File: src/rtl/pwm_generator_if.sv
// Configuration-to-pin bundle between the SPI register file and the PWM pin driver.
// Pure wiring, no latency; quasi-static register contents, so there is no handshake or backpressure.
interface pwm_generator_if;
  logic [7:0]  en_reg_out_7_0;
  logic [7:0]  en_reg_out_15_8;
  logic [7:0]  en_reg_pwm_7_0;
  logic [7:0]  en_reg_pwm_15_8;
  logic [7:0]  pwm_duty_cycle;
  logic [15:0] out;
  logic        period_start;

  modport master (
    output en_reg_out_7_0, en_reg_out_15_8, en_reg_pwm_7_0, en_reg_pwm_15_8, pwm_duty_cycle,
    input  out, period_start
  );

  modport slave (
    input  en_reg_out_7_0, en_reg_out_15_8, en_reg_pwm_7_0, en_reg_pwm_15_8, pwm_duty_cycle,
    output out, period_start
  );
endinterface

File: src/rtl/pwm_generator.sv
// Drives 16 pins low, static high or from one shared PWM wave; pins register 1 cycle after enables.
// Duty is shadowed per 255-tick period; no backpressure, inputs are sampled every cycle.
module pwm_generator #(
  parameter int CLK_DIV = 13
) (
  input  logic            clk,
  input  logic            rst,
  pwm_generator_if.slave  pwm_io
);

  localparam int            PW      = (CLK_DIV > 1) ? $clog2(CLK_DIV) : 1;
  localparam logic [PW-1:0] PRE_MAX = PW'(CLK_DIV - 1);
  localparam logic [7:0]    CNT_MAX = 8'd254;

  logic [PW-1:0] pre;
  logic [7:0]    cnt;
  logic [7:0]    duty_sh;
  logic          tick;
  logic          wrap;
  logic          pwm;
  logic [15:0]   en_out;
  logic [15:0]   en_pwm;
  logic [15:0]   out_nxt;
  logic          ps_nxt;
  logic [15:0]   out_q;
  logic          ps_q;

  always_comb begin
    en_out  = {pwm_io.en_reg_out_15_8, pwm_io.en_reg_out_7_0};
    en_pwm  = {pwm_io.en_reg_pwm_15_8, pwm_io.en_reg_pwm_7_0};
    tick    = (pre == PRE_MAX);
    wrap    = tick && (cnt == CNT_MAX);
    // cnt never reaches 255, so duty 0xFF keeps pwm high across the wrap
    pwm     = (cnt < duty_sh);
    out_nxt = en_out & (~en_pwm | {16{pwm}});
    ps_nxt  = (cnt == 8'd0) && (pre == '0);
  end

  always_ff @(posedge clk) begin
    if (rst) begin
      pre     <= '0;
      cnt     <= 8'd0;
      duty_sh <= 8'd0;
      out_q   <= 16'h0000;
      ps_q    <= 1'b0;
    end else begin
      pre   <= tick ? '0 : pre + PW'(1);
      out_q <= out_nxt;
      ps_q  <= ps_nxt;
      if (wrap) begin
        cnt     <= 8'd0;
        duty_sh <= pwm_io.pwm_duty_cycle;
      end else if (tick) begin
        cnt <= cnt + 8'd1;
      end
    end
  end

  assign pwm_io.out          = out_q;
  assign pwm_io.period_start = ps_q;

endmodule

File: src/flat_wrapper.sv
// flat-port wrapper written by rule: the top's interface ports become plain ports
module pwm_generator_flat 
#(
  parameter int CLK_DIV = 13
)
  (clk, rst, pwm_io_en_reg_out_7_0, pwm_io_en_reg_out_15_8, pwm_io_en_reg_pwm_7_0, pwm_io_en_reg_pwm_15_8, pwm_io_pwm_duty_cycle, pwm_io_out, pwm_io_period_start);
  pwm_generator_if pwm_io_i ();
  input  logic clk;
  input  logic rst;
  input wire logic [$bits(pwm_io_i.en_reg_out_7_0)-1:0] pwm_io_en_reg_out_7_0;
  input wire logic [$bits(pwm_io_i.en_reg_out_15_8)-1:0] pwm_io_en_reg_out_15_8;
  input wire logic [$bits(pwm_io_i.en_reg_pwm_7_0)-1:0] pwm_io_en_reg_pwm_7_0;
  input wire logic [$bits(pwm_io_i.en_reg_pwm_15_8)-1:0] pwm_io_en_reg_pwm_15_8;
  input wire logic [$bits(pwm_io_i.pwm_duty_cycle)-1:0] pwm_io_pwm_duty_cycle;
  output wire logic [$bits(pwm_io_i.out)-1:0] pwm_io_out;
  output wire logic [$bits(pwm_io_i.period_start)-1:0] pwm_io_period_start;
  assign pwm_io_i.en_reg_out_7_0 = pwm_io_en_reg_out_7_0;
  assign pwm_io_i.en_reg_out_15_8 = pwm_io_en_reg_out_15_8;
  assign pwm_io_i.en_reg_pwm_7_0 = pwm_io_en_reg_pwm_7_0;
  assign pwm_io_i.en_reg_pwm_15_8 = pwm_io_en_reg_pwm_15_8;
  assign pwm_io_i.pwm_duty_cycle = pwm_io_pwm_duty_cycle;
  assign pwm_io_out = pwm_io_i.out;
  assign pwm_io_period_start = pwm_io_i.period_start;
  pwm_generator #(.CLK_DIV(CLK_DIV)) u_core (.clk(clk), .rst(rst), .pwm_io(pwm_io_i));
endmodule
File: config.mk
export PLATFORM = sky130hd
export DESIGN_NAME = pwm_generator_flat
export DESIGN_NICKNAME = d
export VERILOG_FILES = /design/src/rtl/pwm_generator_if.sv /design/src/rtl/pwm_generator.sv /design/src/flat_wrapper.sv
export SDC_FILE = /design/constraint.sdc
export NUM_CORES = 1
export LEC_CHECK = 0
export CAP_MARGIN = 40
export CORE_MARGIN = 2
export CORE_UTILIZATION = 47
export DETAILED_ROUTE_END_ITERATION = 16
export PLACE_DENSITY = 0.94
export SLEW_MARGIN = 20
export SYNTH_ARGS = -nofsm -noshare
export SYNTH_HDL_FRONTEND = slang
export SYNTH_SLANG_ARGS = --single-unit
File: constraint.sdc
create_clock -name clk -period 4.5 [get_ports clk]
set_input_delay 0.9 -clock clk [delete_from_list [all_inputs] [get_ports clk]]
set_output_delay 0.9 -clock clk [all_outputs]
set_load 0.05 [all_outputs]
==> results.sh, run 1 <==
export IMPL_vias=1433
export IMPL_nets=282
export IMPL_period_share_pct=53.1
export IMPL_grt_pass1_wl_um=6290
export IMPL_chipHeight_um=63.0
export IMPL_post_drt_wl_per_cell_um=14.2
export IMPL_area_growth_pct=41.0
export IMPL_finalSetupViolations=0
export IMPL_synthCells=170
export IMPL_ir_drop_v=0.000230
export IMPL_clkTransAtPathRegs_ps=120
export IMPL_hold_viol_final=0
export IMPL_ant_nets=0
export IMPL_finalNonFillerCells=275
export IMPL_core_area_um2=3340
export IMPL_path_class="reg2out"
export IMPL_syn_cell_area_um2=1630
export IMPL_grt_usage_pct=20.6
export IMPL_cts_sinks=37
export IMPL_drt_first_pass_iters=4
export IMPL_die_area_um2=3960
export IMPL_layout_drive_gt1_share_pct=6.11
export IMPL_worstSetupStartpointType="flip-flop"
export IMPL_crit_fanout=1
export IMPL_worst_pin_slew_ps=771
export IMPL_drv_slew=0
export IMPL_rsz0062_at_grt="no"
export IMPL_final_common_cell="clkdlybuf4s50_1"
export IMPL_vias_per_cell=5.21
export IMPL_synth_fp_nets=224
export IMPL_grt_start_max_net_pins=38
export IMPL_ys_seq_area_share_pct=45.3
export IMPL_wl_um=3920
export IMPL_relSlewSlack_pct=48.4
export IMPL_final_cell_mix="clkdlybuf4s50_1 (58), dfxtp_1 (37), inv_1 (29)"
export IMPL_cts_root_buf="clkbuf_4"
export IMPL_post_route_min_period_ps=2390
export IMPL_gp_congestion=0.792
export IMPL_clockBufferDepth=2
export IMPL_antenna_found_initial=0
export IMPL_cts_tree="yes"
export IMPL_status="finished, final reports clean"
export IMPL_p_leak_nw=0.882
export IMPL_fin_setup_tns_ps=0
export IMPL_port_buffers=58
export IMPL_cts_buffers=5
export IMPL_ys_ff_latch=37
export IMPL_overflow=0
export IMPL_cts_repair_resized=0
export IMPL_fillers=256
export IMPL_maxCapViolCount=0
export IMPL_cp_required_ps=3600
export IMPL_critPathCaptureType="output pin"
export IMPL_clk_latency_ps=350
export IMPL_critPathTopFamily="buffers and inverters"
export IMPL_fmax_mhz=419
export IMPL_yosysWarnings=0
export IMPL_post_cts_setup_buffer_count=0
export IMPL_start_util_pct=49.0
export IMPL_synth_cell_types=29
export IMPL_postCtsHoldBufs=0
export IMPL_placementRows=21
export IMPL_dp_hpwl_um=2950
export IMPL_power_per_cell_area_nw_per_um2=272
export IMPL_crit_buf_inv=1
export IMPL_cpMaxStageDelayCell="clkdlybuf4s50_1"
export IMPL_syn_avg_cell_area_um2=9.61
export IMPL_io_pins=59
export IMPL_worst_path_largest_cell_delay_ps=800
export IMPL_dp_cells=267
export IMPL_multi_input_area_um2=743
export IMPL_hp_class="reg2reg"
export IMPL_drt_iter0_markers=41
export IMPL_antennaDiodeCount=0
export IMPL_fin_skew_ps=12.4
export IMPL_cts_max_level=2
export IMPL_grt_pass1_vias=1379
export IMPL_seqCellArea_um2=741
export IMPL_hold_slack_ps=497
export IMPL_worstPathArrival_ps=1490
export IMPL_die_w_um=63.0
export IMPL_drc=0
export IMPL_path_cells="clkdlybuf4s50_1"
-- stage by stage --
stage	power [W]	worst slack, ps	utilization (%)	cell area (um^2)
2_1_floorplan	0.000390	2810	-	1630
3_3_place_gp	0.000440	2490	67.1	2240
3_5_place_dp	0.000444	2470	67.1	2240
4_1_cts	0.000629	2090	69.0	2300
5_1_grt	0.000652	2050	69.0	2300
6_report	0.000626	2110	69.0	2300
-- logic make-up after synthesis --
family | synth area share [%]
mux | 4.90
flops | 45.3
fa+ha+maj | 9.19
buf+inv | 9.19
compound gates | 12.9
simple gates | 14.2
xor+xnor | 4.29
-- final cells by class --
| cell class | instances | share of cell area (%) |
|---|---|---|
| clock buffers | 6 | 2.23 |
| clock inverters | 2 | 0.598 |
| inverters | 29 | 4.73 |
| multi-input cells | 96 | 32.3 |
| flip-flops and latches | 37 | 32.2 |
| well taps | 46 | 2.50 |
| repair buffers | 59 | 25.5 |
-- final timing paths --
kind	startpoint	to	slack, ps	depth (start not counted)
setup / recovery	u_core.pwm_io.out[3]	pwm_io_out[3]	2110	1
hold / removal	u_core.pre[0]	u_core.pre[0]	500	1
setup reg to reg	u_core.cnt[5]	u_core.pwm_io.out[9]	2450	5
hold reg to reg	u_core.pre[0]	u_core.pre[0]	500	1
-- sequential cells by signal (all words and copies together), names as in the netlist --
| register | cells |
|---|---|
| u_core.duty_sh | 8 |
| u_core.pwm_io.period_start | 1 |
| u_core.pre | 4 |
| u_core.pwm_io.out | 16 |
| u_core.cnt | 8 |
-- cells in the mapped netlist (all sizes together) --
master	number	area, um^2
a211o	1	8.76
a211oi	1	7.51
a21oi	4	23.8
a311oi	16	140
and3	1	7.51
buf	5	30.0
clkbuf	3	11.3
dfxtp	37	741
ha	12	150
inv	29	109
mux2i	8	80.1
nand2	6	22.5
nand2b	1	6.26
nand4	5	46.3
nor2	11	41.3
nor3	14	81.3
nor3b	1	7.51
nor4	2	12.5
o211ai	1	12.5
o21a	1	7.51
o21ai	2	10.0
or4	1	7.51
xnor2	6	52.6
xor2	2	17.5
-- metal layers --
metal | share of wire (%) | vias up | GRT usage [%]
met4 | 1.6 | 0 | 7.50
met1 | 39 | 675 | 22.0
li1 | - | 707 | -
met5 | 0 | - | 0
met3 | 5.2 | 9 | 7.03
met2 | 54 | 42 | 37.2
-- power by group --
part	internal, W	leakage (nW)	switching (W)
sequential	0.000337	0.301	0.00000436
combinational	0.0000501	0.543	0.0000448
clock	0.0000762	0.0382	0.000114
Power figures use the tool's default switching activity.
==> inputs of run 2 (changes only) <==
Settings changed: CORE_UTILIZATION 47 to 44, PLACE_DENSITY 0.94 to 0.89.
Clock period 4.5 ns to 2.4 ns, I/O delays scaled along.
==> results.sh, run 2 (synthesis gave the netlist of run 1 again) <==
export IMPL_overflow=0
export IMPL_cts_tree="yes"
export IMPL_period_share_pct=81.6
export IMPL_stdcell_area_um2=2350
export IMPL_min_to="u_core.duty_sh[4]"
export IMPL_clockBufferDepth=2
export IMPL_r2r_cells=5
export IMPL_fmax_mhz=511
export IMPL_worstPathArrival_ps=2150
export IMPL_cts_sinks=37
export IMPL_grt_pass1_wl_um=6240
export IMPL_nets=284
export IMPL_fin_skew_ps=7.79
export IMPL_die_area_um2=4220
export IMPL_worstSetupStartpointType="flip-flop"
export IMPL_cts_repair_resized=0
export IMPL_gp_congestion=0.850
export IMPL_port_buffers=58
export IMPL_status="finished, final reports clean"
export IMPL_combPwrFrac_pct=14.0
export IMPL_drt_iter0_markers=89
export IMPL_ant_nets=0
export IMPL_min_path_cells=2
export IMPL_seqPwrFrac_pct=50.7
export IMPL_cp_required_ps=2590
export IMPL_relSlewSlack_pct=55.3
export IMPL_dpl_cell_area_um2=2260
export IMPL_vias=1393
export IMPL_hp_class="reg2reg"
export IMPL_finalNonFillerCells=278
export IMPL_final_cell_mix="clkdlybuf4s50_1 (58), dfxtp_1 (37), inv_1 (29)"
export IMPL_chipHeight_um=64.9
export IMPL_postCtsHoldBufs=0
export IMPL_post_cts_setup_buffer_count=0
export IMPL_rr_endpoint="u_core.pwm_io.out[3]"
export IMPL_start_util_pct=45.3
export IMPL_post_drt_wl_per_cell_um=13.3
export IMPL_clk_latency_ps=290
export IMPL_hold_viol_final=0
export IMPL_hold_slack_ps=492
export IMPL_ir_drop_v=0.000335
export IMPL_drt_first_pass_iters=4
export IMPL_p_clk_share_pct=35.3
export IMPL_rsz0062_at_grt="no"
export IMPL_maxCapViolCount=0
export IMPL_antenna_found_initial=0
export IMPL_grt_start_max_net_pins=38
export IMPL_grt_usage_pct=19.5
export IMPL_dp_cells=271
export IMPL_drv_slew=0
export IMPL_grt_pass1_vias=1363
export IMPL_worst_pin_slew_ps=668
export IMPL_dp_hpwl_um=2740
export IMPL_drc=0
export IMPL_area_growth_pct=43.6
export IMPL_power_per_cell_area_nw_per_um2=538
export IMPL_finalSetupViolations=0
export IMPL_reg2reg_setup_slack_ps=440
export IMPL_antennaDiodeCount=0
export IMPL_largest_reg_flops=16
export IMPL_core_area_um2=3610
export IMPL_cts_root_buf="clkbuf_8"
export IMPL_die_w_um=64.9
export IMPL_wl_um=3710
export IMPL_layout_drive_gt1_share_pct=6.52
export IMPL_io_pins=59
export IMPL_clkTransAtPathRegs_ps=70
export IMPL_final_common_cell="clkdlybuf4s50_1"
export IMPL_path_class="reg2reg"
export IMPL_swShare_pct=24.6
export IMPL_cts_max_level=2
export IMPL_p_leak_nw=0.898
export IMPL_placementRows=22
export IMPL_setup_slack_ps=441
export IMPL_vias_per_cell=5.01
export IMPL_r2r_start="u_core.cnt[5]"
export IMPL_internal_power_w=0.000951
export IMPL_hp_start="u_core.duty_sh[4]"
export IMPL_cts_buffers=5
export IMPL_critPathCaptureType="flip-flop"
export IMPL_p_sw_w=0.000310
export IMPL_place_ws_ps=435
export IMPL_post_route_min_period_ps=1960
export IMPL_fin_setup_tns_ps=0
export IMPL_crit_fanout=16
==> run 2: cell count changes in the layout (fill, tap and decap cells not counted) <==
cell,previous run,this run
buf_4,1,3
clkinv_4,1,0
clkinv_2,1,0
clkbuf_8,1,6
clkinvlp_4,0,1
clkbuf_4,5,0
==> run 2: worst max-delay path by stage <==
| stage | from | end | slack (ps) | cells past startpoint |
|---|---|---|---|---|
| floorplan | u_core.duty_sh[5] | u_core.pwm_io.out[10] | 710 | 7 |
| global placement | u_core.duty_sh[5] | u_core.pwm_io.out[3] | 570 | 6 |
| detailed placement | u_core.cnt[5] | u_core.pwm_io.out[3] | 440 | 5 |
| CTS | u_core.cnt[5] | u_core.pwm_io.out[3] | 430 | 5 |
| global route | u_core.cnt[5] | u_core.pwm_io.out[0] | 270 | 5 |
| finish | u_core.cnt[5] | u_core.pwm_io.out[3] | 440 | 5 |
==> run 2: power by group through the flow <==
stage                     Combinational (W)  Clock (W)  Sequential, W
after floorplan                   0.0000338          0       0.000697
after global placement             0.000174          0       0.000652
after detailed placement           0.000177          0       0.000653
after CTS                          0.000178   0.000453       0.000639
after global routing               0.000188   0.000485       0.000641
final                              0.000177   0.000446       0.000639
==> run 2: area by class of cell <==
| type | instances | area [um^2] |
|---|---|---|
| clock buffer | 6 | 82.6 |
| clock inverter | 1 | 7.51 |
| fill | 290 | 1260 |
| inverter | 29 | 109 |
| multi-input combinational | 96 | 743 |
| sequential | 37 | 741 |
| tap | 48 | 60.1 |
| timing repair buffer | 61 | 603 |
==> run 2: critical path, stage by stage (launching register included) <==
cell	delay, ps
dfxtp_1	420
ha_1	280
a211o_1	270
a21oi_2	160
nand2_1	330
a311oi_1	400
==> run 2: per-layer routing <==
| metal | GRT usage [%] | wire length (um) |
|---|---|---|
| met3 | 2.78 | 115 |
| met2 | 33.1 | 1930 |
| met4 | 10.4 | 85 |
| met1 | 23.9 | 1570 |
| met5 | 0 | 0 |
==> run 2: stage by stage <==
step / utilization [%] / total power, W
2_1_floorplan: - / 0.000731
3_3_place_gp: 62.6 / 0.000826
3_5_place_dp: 62.6 / 0.000831
4_1_cts: 65.1 / 0.00127
5_1_grt: 65.1 / 0.00131
6_report: 65.1 / 0.00126
==> inputs of run 3 (changes only) <==
Settings changed: CORE_UTILIZATION 44 to 40, PLACE_DENSITY 0.89 to 0.86.
Clock period 2.4 ns to 1.8 ns, I/O delays scaled along.
==> results.sh, run 3 (synthesis gave the netlist of run 1 again) <==
export IMPL_status="finished, final reports clean"
export IMPL_cts_buffers=5
export IMPL_port_buffers=58
export IMPL_power_per_cell_area_nw_per_um2=704
export IMPL_die_area_um2=4610
export IMPL_critPathTopFamily="compound AO/OA/AOI/OAI gates"
export IMPL_cpMaxStageDelayCell="dfxtp_1"
export IMPL_die_w_um=67.9
export IMPL_swShare_pct=22.9
export IMPL_reg2reg_setup_slack_ps=30
export IMPL_relSlewSlack_pct=66.4
export IMPL_wl_um=4120
export IMPL_clockBufferDepth=2
export IMPL_placementRows=23
export IMPL_worst_path_largest_cell_delay_ps=400
export IMPL_hp_start="u_core.duty_sh[7]"
export IMPL_drt_iter0_markers=30
export IMPL_p_leak_nw=1.03
export IMPL_period_share_pct=98.4
export IMPL_cts_sinks=37
export IMPL_min_path_cells=2
export IMPL_final_common_cell="clkdlybuf4s50_1"
export IMPL_setup_slack_ps=28.0
export IMPL_cts_root_buf="clkbuf_8"
export IMPL_drt_first_pass_iters=4
export IMPL_r2r_start="u_core.cnt[5]"
export IMPL_gp_congestion=0.793
export IMPL_fmax_mhz=564
export IMPL_critPathCaptureType="flip-flop"
export IMPL_crit_fanout=8
export IMPL_ir_drop_v=0.000556
export IMPL_clk_latency_ps=290
export IMPL_hp_class="reg2reg"
export IMPL_worstSetupStartpointType="flip-flop"
export IMPL_chipHeight_um=67.9
export IMPL_worstPathArrival_ps=1970
export IMPL_combPwrFrac_pct=13.7
export IMPL_worst_pin_slew_ps=503
export IMPL_nets=291
export IMPL_internal_power_w=0.00137
export IMPL_rr_endpoint="u_core.pwm_io.out[15]"
export IMPL_dp_hpwl_um=2860
export IMPL_finalSetupViolations=0
export IMPL_fin_skew_ps=9.72
export IMPL_core_area_um2=3970
export IMPL_p_sw_w=0.000406
export IMPL_min_to="u_core.duty_sh[7]"
export IMPL_grt_pass1_wl_um=5730
export IMPL_grt_pass1_vias=1297
export IMPL_postCtsHoldBufs=0
export IMPL_overflow=0
export IMPL_antennaDiodeCount=0
export IMPL_maxCapViolCount=0
export IMPL_drc=0
export IMPL_post_drt_wl_per_cell_um=14.3
export IMPL_seqPwrFrac_pct=48.0
export IMPL_hold_viol_final=0
export IMPL_io_pins=59
export IMPL_total_power_w=0.00178
export IMPL_clkTransAtPathRegs_ps=70
export IMPL_grt_usage_pct=16.5
export IMPL_vias_per_cell=5.16
export IMPL_drv_slew=0
export IMPL_p_clk_share_pct=38.4
export IMPL_largest_reg_flops=16
export IMPL_grt_start_max_net_pins=38
export IMPL_cts_max_level=2
export IMPL_ant_nets=0
export IMPL_final_cell_mix="clkdlybuf4s50_1 (41), dfxtp_1 (34), inv_1 (28)"
export IMPL_cts_tree="yes"
export IMPL_path_cells="ha_4 > a211o_1 > a21oi_4 > buf_4 > o211ai_4 > a311oi_1"
export IMPL_vias=1482
export IMPL_start_util_pct=41.1
export IMPL_area_growth_pct=54.4
export IMPL_crit_buf_inv=1
export IMPL_post_route_min_period_ps=1770
export IMPL_path_class="reg2reg"
export IMPL_r2r_cells=6
export IMPL_place_ws_ps=-155
export IMPL_cp_required_ps=1990
export IMPL_layout_drive_gt1_share_pct=21.9
export IMPL_antenna_found_initial=0
[run 3: layout make-up]
class	instances	area (um^2)
fillers	300	1450
multi-input cells	97	851
inverters	29	109
clock buffers	5	68.8
flip-flops and latches	37	744
well taps	50	62.6
clock inverters	2	35.0
repair buffers	67	652
[run 3: layer usage]
| layer | wire (um) | track usage [%] | vias up |
|---|---|---|---|
| met4 | 46 | 4.50 | 0 |
| met2 | 2230 | 27.5 | 37 |
| met1 | 1690 | 20.8 | 715 |
| met3 | 143 | 4.93 | 4 |
| li1 | - | - | 726 |
| met5 | 0 | 0 | - |
[run 3: tightest hold or removal path, stage by stage, from the launching register on]
cell and delay (ps):
dfxtp_1 330, mux2i_1 70, nor2_1 70
[run 3: how the worst max path moves through the flow]
stage               slack [ps]               from                     to  depth (start not counted)
floorplan                  110  u_core.duty_sh[5]  u_core.pwm_io.out[10]                          7
global placement            -6  u_core.duty_sh[5]   u_core.pwm_io.out[0]                          6
detailed placement        -160  u_core.duty_sh[5]   u_core.pwm_io.out[3]                          6
CTS                          7  u_core.duty_sh[5]   u_core.pwm_io.out[2]                          7
global route               -20      u_core.cnt[5]   u_core.pwm_io.out[2]                          6
finish                      30      u_core.cnt[5]  u_core.pwm_io.out[15]                          6
[run 3: repair_timing]
item | 4_1_cts | 5_1_grt
setup endpoints to repair | 16 | 18
resized for setup | 7 | 17
buffers inserted | 0 | 2
pin swaps | 2 | 19
gates cloned | 0 | 1
[run 3: power groups by stage]
stage	registers (W)	logic (W)	clock network, W
6_report	0.000852	0.000243	0.000681
5_1_grt	0.000854	0.000259	0.000734
4_1_cts	0.000852	0.000238	0.000697
3_5_place_dp	0.000871	0.000235	0
3_3_place_gp	0.000870	0.000231	0
2_1_floorplan	0.000930	0.0000450	0
[run 3: stage by stage]
step / hold WS, ps / setup TNS [ps] / cells / instance area [um^2] / utilization (%)
2_1_floorplan: 454 / 0 / 170 / 1630 / -
6_report: 497 / 0 / 287 / 2520 / 63.5
3_5_place_dp: 485 / -1640 / 277 / 2280 / 57.3
4_1_cts: 499 / 0 / 284 / 2420 / 60.9
3_3_place_gp: 473 / -45.5 / 277 / 2280 / 57.3
5_1_grt: 536 / -121 / 287 / 2520 / 63.5
